--- config.mk ---
export PLATFORM = sky130hd
export DESIGN_NAME = fork_join_ctrl
export DESIGN_NICKNAME = d
export VERILOG_FILES = /design/src/rtl/fork_join_ctrl.sv
export SDC_FILE = /design/constraint.sdc
export NUM_CORES = 1
export LEC_CHECK = 0
export ABC_CLOCK_PERIOD_IN_PS = 1680
export CORE_MARGIN = 2
export CORE_UTILIZATION = 36
export DETAILED_ROUTE_END_ITERATION = 7
export REMOVE_ABC_BUFFERS = 1
export SLEW_MARGIN = 20
export SYNTH_ARGS = -nofsm -noshare
export SYNTH_HDL_FRONTEND = slang
export SYNTH_SLANG_ARGS = --single-unit
export TNS_END_PERCENT = 20
--- constraint.sdc ---
create_clock -name clk -period 1.68 [get_ports clk]
set_clock_uncertainty 0.1 [all_clocks]
set_input_delay 0.504 -clock clk [delete_from_list [all_inputs] [get_ports clk]]
set_output_delay 0.504 -clock clk [all_outputs]
set_load 0.05 [all_outputs]
--- src/rtl/fork_join_ctrl.sv ---
// fork_join_ctrl: issues a common start pulse to N workers and signals proceed when the join policy is met
// Ports:
//   clk, rst     rising-edge clock, asynchronous active-high reset
//   go, mode     launch request (taken only while idle) and join policy (00/11 all, 01 any, 10 none)
//   done         per-worker completion pulses, counted only for pending workers
//   start        one-cycle start pulse to every worker
//   proceed      one-cycle pulse when the join policy is satisfied
//   busy         high from launch until every worker has completed
//   pending      workers started but not yet done
//   first_id     lowest-index worker among the first completions of the run
//   join_cycles  saturating cycles from start to the join event
module fork_join_ctrl #(
    parameter int N = 2,
    parameter int W = 8
) (
    input  logic                 clk,
    input  logic                 rst,
    input  logic                 go,
    input  logic [1:0]           mode,
    input  logic [N-1:0]         done,
    output logic [N-1:0]         start,
    output logic                 proceed,
    output logic                 busy,
    output logic [N-1:0]         pending,
    output logic [$clog2(N)-1:0] first_id,
    output logic [W-1:0]         join_cycles
);
    localparam int IW = $clog2(N);
    localparam logic [1:0] IDLE = 2'd0, LAUNCH = 2'd1, WAIT = 2'd2, DRAIN = 2'd3;
    localparam logic [1:0] JOIN_ANY = 2'b01, JOIN_NONE = 2'b10;
    logic [1:0]    state, mode_q;
    logic [W-1:0]  cnt, cnt_inc;
    logic [N-1:0]  clr, left;
    logic [IW-1:0] low_id;
    logic          first_seen, join_met;
    always_comb begin
        clr = (state == WAIT || state == DRAIN) ? done & pending : '0;
        left = pending & ~clr;
        cnt_inc = &cnt ? cnt : cnt + 1'b1;
        // join all is met by the completion that empties pending
        join_met = state == WAIT && (mode_q == JOIN_ANY ? |clr : |clr && ~|left);
        low_id = '0;
        for (int i = N - 1; i >= 0; i--)
            if (clr[i]) low_id = IW'(i);
    end
    always_ff @(posedge clk or posedge rst) begin
        if (rst) begin
            state       <= IDLE;
            mode_q      <= 2'b00;
            cnt         <= '0;
            first_seen  <= 1'b0;
            start       <= '0;
            proceed     <= 1'b0;
            busy        <= 1'b0;
            pending     <= '0;
            first_id    <= '0;
            join_cycles <= '0;
        end else begin
            start   <= '0;
            proceed <= 1'b0;
            case (state)
                IDLE: if (go) begin
                    state      <= LAUNCH;
                    start      <= '1;
                    busy       <= 1'b1;
                    pending    <= '1;
                    cnt        <= '0;
                    mode_q     <= mode;
                    first_seen <= 1'b0;
                    // join_none releases the master together with the start pulse
                    if (mode == JOIN_NONE) begin
                        proceed     <= 1'b1;
                        join_cycles <= '0;
                    end
                end
                LAUNCH: state <= mode_q == JOIN_NONE ? DRAIN : WAIT;
                default: begin
                    cnt     <= cnt_inc;
                    pending <= left;
                    if (|clr && !first_seen) begin
                        first_seen <= 1'b1;
                        first_id   <= low_id;
                    end
                    if (join_met) begin
                        proceed     <= 1'b1;
                        join_cycles <= cnt_inc;
                    end
                    if (~|left) begin
                        state <= IDLE;
                        busy  <= 1'b0;
                    end else if (join_met) state <= DRAIN;
                end
            endcase
        end
    end
endmodule

# Word level (Yosys, flattened, before mapping)
# Index checks and enable logic that the tools add are counted.
[classes] n_addsub=1 n_mul=0 div=0 order_cmp=0 eq_ne=10 n_shift=0 mux=30 bitwise_logic=5 reduce_logical=20
[op_table] cell="two-way mux 8 bit" n=5
[op_table] cell="one-hot mux 8 bit (2 select lines)" n=2
[op_table] cell="two-way mux 2 bit" n=7
[op_table] cell="two-way mux 1 bit" n=11
[op_table] cell="adder 8 x 1 -> 8 bit (second input constant)" n=1
[op_table] cell="equality test 2 bit (second input constant)" n=4
[op_table] cell="one-hot mux 2 bit (2 select lines)" n=2
[op_table] cell="AND reduction 2 bit" n=4
[op_table] cell="AND reduction 8 bit" n=1
[op_table] cell="one-hot mux 1 bit (2 select lines)" n=3
[op_table] cell="AND reduction 3 bit" n=2
[op_table] cell="OR reduction 2 bit" n=3
[op_table] cell="bitwise AND 2 bit" n=2
[op_table] cell="equality test 2 x 1 -> 1 bit (second input constant)" n=2
[op_table] cell="inequality test 2 bit (second input constant)" n=2
[op_table] cell="inequality test 4 x 2 -> 1 bit (second input constant)" n=1
[op_table] cell="AND reduction 4 bit" n=1
[op_table] cell="nonzero test 2 bit" n=2
[op_table] cell="logical AND 1 bit" n=3
[op_table] cell="zero test 1 bit" n=2
[op_table] cell="zero test 2 bit" n=1
[op_table] cell="inequality test 2 x 1 -> 1 bit (second input constant)" n=1
[op_table] cell="inverter 1 bit" n=2
[op_table] cell="inverter 2 bit" n=1
[op_table] cell="logical OR 1 bit" n=1
[word_totals] register_bits=28 latch_bits=0 mem_bits_rw=0 mem_bits_ro=0 elab_cells=76 memories=0

# Longest topological paths before layout
[logic_depth] depth_word=13 mapped_depth=6 mapped_depth_nobuf=5

# Least setup slack after synthesis
# No wires, ideal clock.
[synth_path] kind="flip-flop to flip-flop" start="reg pending[0]" end="reg join_cycles[2]" setup_time_ns=0.125 arrival_time_ns=1.664 required_time_ns=1.455 slack_ns=-0.209 path_stages_with_launch=6 cell_sequence="dfrtp_1 > a22o_1 > nand2_1 > o31a_1 > buf_6 > mux2_4"
[synth_between] elab_chain_len=11
[synth_lines] item="from (decl)" line="24" text="output logic [N-1:0] pending,"
[synth_lines] item="from (signal assigned)" line="79" text="pending <= left;"
[synth_lines] item="bitwise AND 2 bit" line="37" text="clr = (state == WAIT || state == DRAIN) ? done & pending : '0;"
[synth_lines] item="two-way mux 2 bit" line="37"
[synth_lines] item="inverter 2 bit" line="38" text="left = pending & ~clr;"
[synth_lines] item="bitwise AND 2 bit" line="38"
[synth_lines] item="OR reduction 2 bit" line="41" text="join_met = state == WAIT && (mode_q == JOIN_ANY ? |clr : |clr && ~|left);"
[synth_lines] item="zero test 1 bit"
[synth_lines] item="logical AND 1 bit" line="41"
[synth_lines] item="two-way mux 1 bit (*)" line="41"
[synth_lines] item="logical AND 1 bit (*)" line="41"
[synth_lines] item="nonzero test 2 bit (no source line) (*)"
[synth_lines] item="AND reduction 4 bit (no source line) (*)"
[synth_lines] item="to (signal assigned)" line="86" text="join_cycles <= cnt_inc;"
[synth_lines] item="to (decl)" line="26" text="output logic [W-1:0] join_cycles"
# Every way passes the cells marked *; elsewhere a longest branch is shown, timed or not.
# A chain may end at the register's enable or synchronous reset.

# Final worst setup path
[layout_path] start="in done[1]" end="reg join_cycles[4]"
[layout_between] elab_chain_len=11
[layout_lines] item="from (decl)" line="20" text="input logic [N-1:0] done,"
[layout_lines] item="bitwise AND 2 bit (*)" line="37"
[layout_lines] item="two-way mux 2 bit (*)" line="37"
[layout_lines] item="inverter 2 bit" line="38"
[layout_lines] item="bitwise AND 2 bit" line="38"
[layout_lines] item="OR reduction 2 bit" line="41"
[layout_lines] item="zero test 1 bit"
[layout_lines] item="logical AND 1 bit" line="41"
[layout_lines] item="two-way mux 1 bit (*)" line="41"
[layout_lines] item="logical AND 1 bit (*)" line="41"
[layout_lines] item="nonzero test 2 bit (no source line) (*)"
[layout_lines] item="AND reduction 4 bit (no source line) (*)"
# Marked as above.

==> reports/metrics.csv <==
stage;metric;value;unit
routing;Post-Route WL;3115;um
synth;Synth top area share;47.33;%
sta;fin crit share;98.97;%
min_path;HP Class;reg -> reg;
final_layout;share of cells above drive strength 1;33.33;%
final_layout;Final Util;55.15;%
worst_setup_path;Crit Path Category;in -> reg;
power;clock power share;10.3;%
synth;largest cells by area after synthesis;dfrtp_1 (47%), mux2i_1 (4.9%), a21oi_1 (3.2%), mux2_2 (3.2%), mux2_4 (3.2%);
power;P_leak;0.9187;nW
power;Internal Pwr Total;2.045;mW
sta;Max-slew headroom;77.20;%
power;combinational power share;57.7;%
grt;vias in the first global route;1158;
sta;Hold Violations, Final;0;
worst_setup_path;CP Capture Type;register;
power;VDD IR max;0.8035;mV
grt;largest net degree at the start of global routing;28;
synth;Distinct cells, synth;38;
routing;Iteration-0 DRC Markers;21;
die;Chip Height;66.98;um
synth;post-synthesis cell area;1428;um^2
sta;setup TNS;0;ns
place;hpwl dp;2341;um
synth;register bit total from synthesis;27;
worst_setup_path;CP Launch Type;input pin;
worst_setup_path;Critical Path AT;1.72;ns
final_layout;post-route cell area;2064;um^2
die;die area;4486;um^2
sta;final hold slack;0.4335;ns
sta;RSZ-0062 raised after global routing;true;
place;placed inst area;1976;um^2
clock_network;Clock Latency Late Sink;0.27;ns
place;port bufs;21;
die;die width;66.98;um
die;CORE AREA;3744;um^2
routing;vias per cell;5.184;
clock_network;CTS clk-pin slew, worst paths;0.09;ns
synth;Top FF cell, synth;dfrtp_1;
sta;Final Max Tran Viols;0;
grt;first-pass GRT wire length;5375;um
clock_network;clk buf depth;2;
clock_network;Root Driver;clkbuf_8;
final_layout;Area Overhead vs Synth;44.61;%
worst_setup_path;CP Max Fanout;5;
place;GPL Wtd Cong;0.8587;
sta;Setup-failing EPs final;0;
final_layout;# diodes;0;
sta;f_max;601.4;MHz
power;NetSw;1.456;mW
power;fraction of power spent switching nets;41.59;%
routing;per-cell routed wire length;13.66;um
grt;gr usage total;15.65;%
synth;Synth warnings;0;
sta;measured slew at the worst slew-check pin;0.3420;ns
grt;grt ovf;0;
worst_setup_path;CP Data Required Time;1.73;ns
synth;Async SR Flop Fraction;100.0;%
clock_network;TritonCTS buffer count;3;
routing;via count;1182;
synth;EDFF count, synth;0;
routing;DRC;0;
grt;initial antenna violation count;0;
synth;Seq/Total Area, Yosys;47.33;%
final_layout;Non-Filler Instances;228;
die;io pins;22;
status;status;finished clean;
routing;first-pass detailed-route iteration total;4;
clock_network;CTS tree;built;
power;Seq pwr share;31.9;%
synth;Synth Area per Inst;10.12;um^2
run;Max-cap violations;0;
sta;Tmin final;1.663;ns
die;Initial Utilization;38.14;%
place;DP Cell Count;223;
synth;cells after synthesis;141;
synth;Synth area leader;dfrtp_1;
die;Rows;22;
routing;ANT nets after route;0;
final_layout;layout net count;189;
clock_network;hold buffers post-CTS;0;
clock_network;CTS H-Tree Depth;1;
power;Pwr per Cell Area;1696;nW/um^2
clock_network;CTS Sinks;27;
## layout make-up
type | count | area [um^2]
Fill cell | 338 | 1679
Multi-Input combinational cell | 99 | 705.7
Sequential cell | 27 | 676.9
Timing Repair Buffer | 46 | 561.8
Tap cell | 48 | 60.06
Clock buffer | 4 | 45.04
Inverter | 4 | 15.01
## synth_stat cells (all sizes together), types with 2 or more instances
cell type,n
a211oi,2
mux2,7
clkbuf,6
a21oi,9
nand2,12
nand3,4
and3,4
dfrtp,27
nor2b,3
nand2b,4
inv,4
nor3,5
nor2,11
mux2i,7
o21ai,3
o2bb2ai,3
a31oi,7
buf,5
o22ai,2
## placed cells by master (no fill, tap or decap), types with 2 or more instances in the layout
master / synthesis / layout
a31oi_1: 7 / 7
a21oi_1: 9 / 9
clkdlybuf4s15_1: 0 / 2
nand2b_4: 0 / 3
nand3_1: 4 / 4
dfrtp_1: 27 / 26
mux2_4: 3 / 3
o22ai_1: 2 / 2
and3_1: 4 / 4
o2bb2ai_1: 3 / 3
dlygate4sd2_1: 0 / 2
buf_12: 0 / 16
o21ai_0: 3 / 3
nor2b_1: 3 / 3
nor2_1: 11 / 11
mux2_2: 4 / 4
inv_1: 4 / 4
clkbuf_8: 0 / 3
buf_4: 2 / 23
a211oi_1: 2 / 2
nor3_1: 5 / 4
mux2i_1: 7 / 7
clkdlybuf4s50_1: 0 / 2
nand2_1: 12 / 12
## power groups by stage
stage,clock [mW],combinational (mW),sequential [mW]
6_report,0.362,2.02,1.12
5_1_grt,0.406,2.17,1.15
4_1_cts,0.375,2.01,1.10
3_5_place_dp,0,1.97,1.10
3_3_place_gp,0,1.95,1.10
2_1_floorplan,0,0.577,1.51
## cells by family (layout without fill, tap and decap cells)
family	after synthesis	after routing	synth area share [%]
AO/OA/AOI/OAI	32	32	15.34
XOR/XNOR	2	2	1.227
adder cells (fa/ha/maj)	1	1	0.8763
buffers and inverters	15	54	5.608
flip-flops	27	27	47.33
multiplexers	14	14	11.22
AND/OR/NAND/NOR	50	50	18.41
## worst max-delay path, stage by stage
cell and delay [ns]:
clkdlybuf4s15_1 0.21, nand2b_4 0.16, a21boi_2 0.15, o31a_1 0.36, mux2_4 0.33
## layer usage
layer | GRT usage, % | share of wire (%)
met1 | 21.69 | 47
met2 | 26.00 | 49
met3 | 2.196 | 3.2
met4 | 3.316 | 0.64
met5 | 0 | 0
## registers in the layout (all words and copies together), names as in the netlist
signal and count:
mode_q 2, state 2, start 1, join_cycles 8, busy 1, cnt 8
first_id 1, pending 2, first_seen 1, proceed 1
## what timing repair did
action	CTS	global route
resized for setup	10	4
endpoints found under the setup margin	10	8
pin swaps	3	1
setup buffers	1	0
## final timing paths
check | startpoint | to | slack [ns] | cells past startpoint
max in group asynchronous | rst | pending[0] | 0.85 | 3
setup reg to reg | mode_q[1] | join_cycles[7] | 0.03 | 5
min in group asynchronous | rst | join_cycles[3] | 0.46 | 3
hold reg to reg | first_seen | first_seen | 0.43 | 2
setup / recovery | done[1] | join_cycles[4] | 0.02 | 5
hold / removal | first_seen | first_seen | 0.43 | 2
## metrics by stage
step / power [mW] / worst slack, ns
5_1_grt: 3.721 / -0.02342
6_report: 3.501 / 0.01734
3_5_place_dp: 3.073 / -0.5667
3_3_place_gp: 3.045 / -0.5531
4_1_cts: 3.492 / 0.01692
2_1_floorplan: 2.087 / -0.2673
Power figures use the tool's default switching activity.
